## src/rtl/alu_pkg.sv

```systemverilog
// Shared definitions for the multi-cycle ALU: opcode map and mul/div FSM states.
package alu_pkg;

    localparam logic [3:0] OP_AND   = 4'd0;
    localparam logic [3:0] OP_OR    = 4'd1;
    localparam logic [3:0] OP_ADD   = 4'd2;
    localparam logic [3:0] OP_SUB   = 4'd3;
    localparam logic [3:0] OP_SLT   = 4'd4;
    localparam logic [3:0] OP_NOR   = 4'd5;
    localparam logic [3:0] OP_SLL   = 4'd6;
    localparam logic [3:0] OP_SRL   = 4'd7;
    localparam logic [3:0] OP_SRA   = 4'd8;
    localparam logic [3:0] OP_MULTU = 4'd9;
    localparam logic [3:0] OP_MULT  = 4'd10;
    localparam logic [3:0] OP_DIVU  = 4'd11;
    localparam logic [3:0] OP_DIV   = 4'd12;
    localparam logic [3:0] OP_MFHI  = 4'd13;
    localparam logic [3:0] OP_MFLO  = 4'd14;

    typedef enum logic [1:0] {IDLE, RUN, FIX} state_e;

    function automatic logic is_muldiv(input logic [3:0] op);
        return op inside {OP_MULTU, OP_MULT, OP_DIVU, OP_DIV};
    endfunction

endpackage

```

## src/rtl/alu_muldiv_core.sv

```systemverilog
// Iterative shift-add multiplier / restoring divider on operand magnitudes,
// one bit per cycle, with sign fix-up applied in the FIX state.
module alu_muldiv_core
    import alu_pkg::*;
#(
    parameter int WIDTH = 32
) (
    input  logic             clk,
    input  logic             rst,
    input  logic             go_i,
    input  logic [3:0]       op_i,
    input  logic [WIDTH-1:0] a_i,
    input  logic [WIDTH-1:0] b_i,
    output logic             busy_o,
    output logic             fin_o,
    output logic [WIDTH-1:0] hi_o,
    output logic [WIDTH-1:0] lo_o
);

    localparam int SHW = $clog2(WIDTH);

    state_e             state_q, state_d;
    logic [SHW-1:0]     cnt_q, cnt_d;
    logic [2*WIDTH-1:0] acc_q, acc_d;
    logic [WIDTH-1:0]   opnd_q, opnd_d;
    logic [WIDTH-1:0]   a_raw_q, a_raw_d;
    logic               is_div_q, is_div_d;
    logic               neg_q, neg_d;
    logic               rem_neg_q, rem_neg_d;
    logic               b_zero_q, b_zero_d;

    logic               is_signed, a_neg, b_neg;
    logic [WIDTH-1:0]   a_mag, b_mag;
    logic [WIDTH:0]     mul_sum;
    logic [WIDTH:0]     div_shift;
    logic [WIDTH+1:0]   div_diff;
    logic [2*WIDTH-1:0] prod_fix;
    logic [WIDTH-1:0]   quo, rem;

    assign is_signed = (op_i == OP_MULT) || (op_i == OP_DIV);
    assign a_neg     = is_signed & a_i[WIDTH-1];
    assign b_neg     = is_signed & b_i[WIDTH-1];
    assign a_mag     = a_neg ? -a_i : a_i;
    assign b_mag     = b_neg ? -b_i : b_i;

    // NOTE: sequential state uses <= so every flop samples pre-edge values.
    always_ff @(posedge clk) begin
        if (rst) begin
            state_q <= IDLE;
        end else begin
            state_q <= state_d;
        end
    end

    // NOTE: every always_comb output gets a default first, so no path infers a latch.
    always_comb begin
        state_d = state_q;
        case (state_q)
            IDLE:    if (go_i) state_d = RUN;
            RUN:     if (cnt_q == '0) state_d = FIX;
            FIX:     state_d = IDLE;
            default: state_d = IDLE;
        endcase
    end

    // Accumulator: upper half is partial product / remainder, lower half is
    // multiplier / dividend being shifted out as quotient bits shift in.
    always_comb begin
        cnt_d     = cnt_q;
        acc_d     = acc_q;
        opnd_d    = opnd_q;
        a_raw_d   = a_raw_q;
        is_div_d  = is_div_q;
        neg_d     = neg_q;
        rem_neg_d = rem_neg_q;
        b_zero_d  = b_zero_q;
        mul_sum   = {1'b0, acc_q[2*WIDTH-1:WIDTH]} + (acc_q[0] ? {1'b0, opnd_q} : '0);
        div_shift = {acc_q[2*WIDTH-1:WIDTH], acc_q[WIDTH-1]};
        div_diff  = {1'b0, div_shift} - {2'b00, opnd_q};
        if (state_q == IDLE && go_i) begin
            cnt_d     = SHW'(WIDTH - 1);
            acc_d     = {{WIDTH{1'b0}}, a_mag};
            opnd_d    = b_mag;
            a_raw_d   = a_i;
            is_div_d  = (op_i == OP_DIVU) || (op_i == OP_DIV);
            neg_d     = a_neg ^ b_neg;
            rem_neg_d = a_neg;
            b_zero_d  = (b_i == '0);
        end else if (state_q == RUN) begin
            cnt_d = cnt_q - SHW'(1);
            if (is_div_q) begin
                acc_d = div_diff[WIDTH+1] ? {div_shift[WIDTH-1:0], acc_q[WIDTH-2:0], 1'b0}
                                          : {div_diff[WIDTH-1:0], acc_q[WIDTH-2:0], 1'b1};
            end else begin
                acc_d = {mul_sum, acc_q[WIDTH-1:1]};
            end
        end
    end

    // NOTE: datapath registers carry no reset; go always reloads them before use.
    always_ff @(posedge clk) begin
        cnt_q     <= cnt_d;
        acc_q     <= acc_d;
        opnd_q    <= opnd_d;
        a_raw_q   <= a_raw_d;
        is_div_q  <= is_div_d;
        neg_q     <= neg_d;
        rem_neg_q <= rem_neg_d;
        b_zero_q  <= b_zero_d;
    end

    always_comb begin
        busy_o   = (state_q != IDLE);
        fin_o    = (state_q == FIX);
        quo      = acc_q[WIDTH-1:0];
        rem      = acc_q[2*WIDTH-1:WIDTH];
        prod_fix = neg_q ? -acc_q : acc_q;
        hi_o     = prod_fix[2*WIDTH-1:WIDTH];
        lo_o     = prod_fix[WIDTH-1:0];
        if (is_div_q) begin
            if (b_zero_q) begin
                hi_o = a_raw_q;
                lo_o = '1;
            end else begin
                hi_o = rem_neg_q ? -rem : rem;
                lo_o = neg_q ? -quo : quo;
            end
        end
    end

endmodule

```

## src/rtl/alu_mc.sv

```systemverilog
// Multi-cycle EX-stage ALU: registered single-cycle ops plus an iterative
// mul/div unit writing HI/LO, with a start/busy/done handshake.
module alu_mc
    import alu_pkg::*;
#(
    parameter int WIDTH = 32
) (
    input  logic             clk,
    input  logic             rst,
    input  logic             start,
    input  logic [3:0]       opcode,
    input  logic [WIDTH-1:0] a,
    input  logic [WIDTH-1:0] b,
    output logic [WIDTH-1:0] result,
    output logic             zero,
    output logic             busy,
    output logic             done,
    output logic [WIDTH-1:0] hi,
    output logic [WIDTH-1:0] lo
);

    localparam int SHW = $clog2(WIDTH);

    logic [WIDTH-1:0] result_q, result_d;
    logic [WIDTH-1:0] hi_q, hi_d;
    logic [WIDTH-1:0] lo_q, lo_d;
    logic             zero_q, zero_d;
    logic             done_q, done_d;
    logic [WIDTH-1:0] alu_res, core_hi, core_lo;
    logic             core_busy, core_fin, accept, go;
    logic [SHW-1:0]   shamt;

    assign accept = start & ~core_busy;
    assign go     = accept & is_muldiv(opcode);
    assign shamt  = a[SHW-1:0];

    alu_muldiv_core #(.WIDTH(WIDTH)) u_muldiv (
        .clk    (clk),
        .rst    (rst),
        .go_i   (go),
        .op_i   (opcode),
        .a_i    (a),
        .b_i    (b),
        .busy_o (core_busy),
        .fin_o  (core_fin),
        .hi_o   (core_hi),
        .lo_o   (core_lo)
    );

    always_comb begin
        alu_res = '0;
        case (opcode)
            OP_AND:  alu_res = a & b;
            OP_OR:   alu_res = a | b;
            OP_ADD:  alu_res = a + b;
            OP_SUB:  alu_res = a - b;
            OP_SLT:  alu_res = {{(WIDTH-1){1'b0}}, $signed(a) < $signed(b)};
            OP_NOR:  alu_res = ~(a | b);
            OP_SLL:  alu_res = b << shamt;
            OP_SRL:  alu_res = b >> shamt;
            OP_SRA:  alu_res = $unsigned($signed(b) >>> shamt);
            OP_MFHI: alu_res = hi_q;
            OP_MFLO: alu_res = lo_q;
            default: alu_res = '0;
        endcase
    end

    // A mul/div finish and a single-cycle accept never coincide: FIX keeps busy high.
    always_comb begin
        result_d = result_q;
        zero_d   = zero_q;
        done_d   = 1'b0;
        hi_d     = hi_q;
        lo_d     = lo_q;
        if (core_fin) begin
            hi_d     = core_hi;
            lo_d     = core_lo;
            result_d = core_lo;
            zero_d   = (core_lo == '0);
            done_d   = 1'b1;
        end else if (accept && !is_muldiv(opcode)) begin
            result_d = alu_res;
            zero_d   = (alu_res == '0);
            done_d   = 1'b1;
        end
    end

    always_ff @(posedge clk) begin
        if (rst) begin
            result_q <= '0;
            zero_q   <= 1'b1;
            done_q   <= 1'b0;
            hi_q     <= '0;
            lo_q     <= '0;
        end else begin
            result_q <= result_d;
            zero_q   <= zero_d;
            done_q   <= done_d;
            hi_q     <= hi_d;
            lo_q     <= lo_d;
        end
    end

    assign result = result_q;
    assign zero   = zero_q;
    assign done   = done_q;
    assign busy   = core_busy;
    assign hi     = hi_q;
    assign lo     = lo_q;

endmodule

```

## config.mk

```make
export PLATFORM = sky130hd
export DESIGN_NAME = alu_mc
export DESIGN_NICKNAME = d
export VERILOG_FILES = /design/src/rtl/alu_pkg.sv /design/src/rtl/alu_muldiv_core.sv /design/src/rtl/alu_mc.sv
export SDC_FILE = /design/constraint.sdc
export NUM_CORES = 1
export LEC_CHECK = 0
export CORE_MARGIN = 2
export CORE_UTILIZATION = 35
export DETAILED_ROUTE_END_ITERATION = 6
export GPL_TIMING_DRIVEN = 0
export MAX_ROUTING_LAYER = met4
export PLACE_DENSITY_LB_ADDON = 0.3
export REMOVE_ABC_BUFFERS = 1
export SETUP_SLACK_MARGIN = 0.02
export SYNTH_ARGS = -nofsm -noshare
export SYNTH_HDL_FRONTEND = slang
export SYNTH_SLANG_ARGS = --single-unit
```

## constraint.sdc

```tcl
create_clock -name clk -period 4.4 [get_ports clk]
set_input_delay 0.44 -clock clk [delete_from_list [all_inputs] [get_ports clk]]
set_output_delay 0.44 -clock clk [all_outputs]
set_load 0.1 [all_outputs]
```

==> impl_metrics.ini <==
[clock_network]
cts_max_level = 1
clkSinkCount = 237
cts_tree = built
clockBufferDepth = 3
root_buffer = clkbuf_16
path_clk_slew_ns = 0.06
clock_latency_ns = 0.58
cts_hold_buffers = 0
cts_buffers = 28

[synth]
yosys.area.top_type_share_pct = 11.6
syn_area_um2 = 25800
synth-edff-count = 100
synth_most_common_cell = nand2_1
ys.flop_type = dfxtp_1
syn_inst = 3361
synth_warnings = 0
synth_seq_area_share_pct = 22.3
synthArstFlopShare_pct = 0
ys_seq_elements = 237
yosys.area.top_type = edfxtp_1
yosys-top-cells-area = edfxtp_1, dfxtp_1, ha_1, xnor2_1, nand2_1
synth_common_cells = nand2_1, nor2_1, a21oi_1
syn_avg_cell_area_um2 = 7.68
yosys.cell_types.count = 86

[route]
ant_nets = 0
drtIter0Drc = 3474
drt_wl_total_um = 121000
viasPerCell = 6.38
wl_per_cell_um = 28.0
vias = 27723
post-route-drc-count = 0
dr.pass1.iters = 7

[placed_design]
postPlaceCellArea_um2 = 28400
post-dp-hpwl_um = 93300
gp_congestion = 1.00
io_buffer_count = 169

[grt]
overflow = 0
grt.met2_usage_pct = 48.3
met1_usage_pct = 41.5
grt_max_degree = 88
use_met3_pct = 4.67
track_usage_pct = 31.9
antenna_found_initial = 4
grt.busiest_layer = met2
grt_pass1_vias = 25698
grt_pass1_wl_um = 175000

[worst_setup_path]
worst_path_most_repeated_cell = o2111ai_1
path_max_fanout = 36
crit_type = in -> reg
required_ns = 4.89
slowest_stage = a221oi_1
endpoint_kind = register
path_cells = buf_4 -> nand2b_1 -> nor2_1 -> a221oi_1 -> o2111ai_1 -> a211oi_2 -> o21ai_0 -> nor4_1 -> o2111ai_1 -> nor4_2 -> nand2_1 -> o211ai_1
cp_data_arrival_time_ns = 4.88
cpPeakStageDelay_ns = 0.68
startpoint_type = input port

[floorplan]
die-width_um = 275
initial_core_util_pct = 35.4
die_height_um = 275
coreArea_um2 = 73000
die_area_um2 = 75900
std_cell_rows = 99
ios = 170

[hold_path]
hold_class = in -> reg

[cells_and_area]
drive_gt1_share_pct = 8.55
syn_to_final_growth_pct = 15.6
nets = 3602
final_cell_area_um2 = 29800

[timing]
clock.fmax_mhz = 228
timing.hold.ws_ns = 0.269
timing.slew.headroom_pct = -1.76
maxSlewViolCount = 6
finalCritPeriodShare_pct = 99.7
tightest_slew_ns = 1.51
min_period_ns = 4.39
finClkSkew_ns = 0.0209
setup_viol = 0
hold_violations = 0
rsz0062_at_grt = no

[pwr]
power_density_nw_per_um2 = 344
p_leak_nw = 11.4
irDropWorstVdd_mv = 0.303

[flow_run]
cap_violations = 1

[run_status]
outcome = finished with violations
violations = max-capacitance violations, max-slew violations
-- where the power goes --
group | switching [mW] | internal, mW | leakage [nW]
clock | 1.04 | 1.47 | 0.479
sequential | 0.459 | 2.52 | 2.04
combinational | 2.95 | 1.82 | 8.88
-- final timing paths --
path                                         from                  end  slack [ns]  cells past startpoint
worst max-delay path                    opcode[1]                 zero        0.01                     12
worst min-delay path                         a[0]  u_muldiv.a_raw_q[0]        0.27                      1
worst max register to register  u_muldiv.acc_q[8]               hi[29]        0.20                     11
worst min register to register              lo[5]                lo[5]        0.47                      2
-- stage by stage --
step / power (mW) / TNS (ns) / setup WS (ns) / cells / util, %
floorplan: 6.04 / -78.75 / -1.98 / 3113 / -
global placement: 7.50 / -976.50 / -5.50 / 4241 / 38.0
detailed placement: 7.53 / -56.31 / -1.95 / 4271 / 38.9
CTS: 10.1 / -0.0826 / -0.0826 / 4331 / 40.5
global route: 10.8 / 0 / 0.0218 / 4344 / 40.9
finish: 10.3 / 0 / 0.0142 / 4344 / 40.9
-- registers in the layout, indices dropped and copies added (netlist names) --
register,flops
u_muldiv.acc_q,64
hi,32
lo,32
result,32
u_muldiv.a_raw_q,32
u_muldiv.opnd_q,32
u_muldiv.cnt_q,5
u_muldiv.state_q,2
done,1
u_muldiv.b_zero_q,1
u_muldiv.is_div_q,1
u_muldiv.neg_q,1
u_muldiv.rem_neg_q,1
zero,1
-- layout by cell type (no fill, tap or decap), types with 72 or more instances in the layout --
| cell type | n |
|---|---|
| nor2_1 | 308 |
| xnor2_1 | 164 |
| edfxtp_1 | 100 |
| o21ai_0 | 244 |
| mux2i_1 | 110 |
| ha_1 | 161 |
| o211ai_1 | 76 |
| nor3_1 | 72 |
| inv_1 | 140 |
| nand2_1 | 375 |
| clkdlybuf4s50_1 | 121 |
| a21oi_1 | 265 |
| dfxtp_1 | 137 |
-- cell type report --
cell class                 count  area (um^2)
antenna                        4         10.0
clock buffer                  36          803
clock inverter                16          185
fill                        7432        43100
inverter                     150          593
multi-input combinational   2727        18900
sequential                   237         5750
tap                          959         1200
timing repair buffer         214         2410
timing repair inverter         1         5.00
-- routing by layer --
metal | part of all wire, % | wire length, um
met5 | 0 | 0
met2 | 44 | 53200
met3 | 9.3 | 11300
met4 | 5.8 | 7060
met1 | 41 | 49900
-- critical path: cells and delay by family --
family	cells	cell delay, ns
AOI/OAI and AO/OA	6	2.31
and+or+nand+nor	5	1.63
buffers and inverters	1	0.45
-- repair_timing --
| action | CTS | global route |
|---|---|---|
| gates resized for setup | 105 | 69 |
| cloned | 2 | 0 |
| endpoints found under the setup margin | 74 | 23 |
| setup buffers | 6 | 9 |
| pin swaps | 2 | 7 |
-- kinds of logic after synthesis --
kind of cell    share of synthesized area [%]
simple gates                             19.6
compound gates                           27.1
buf+inv                                  6.06
flops                                    22.3
xor+xnor                                 7.23
mux                                      9.29
fa+ha+maj                                8.46
(Power assumes the default switching activity.)
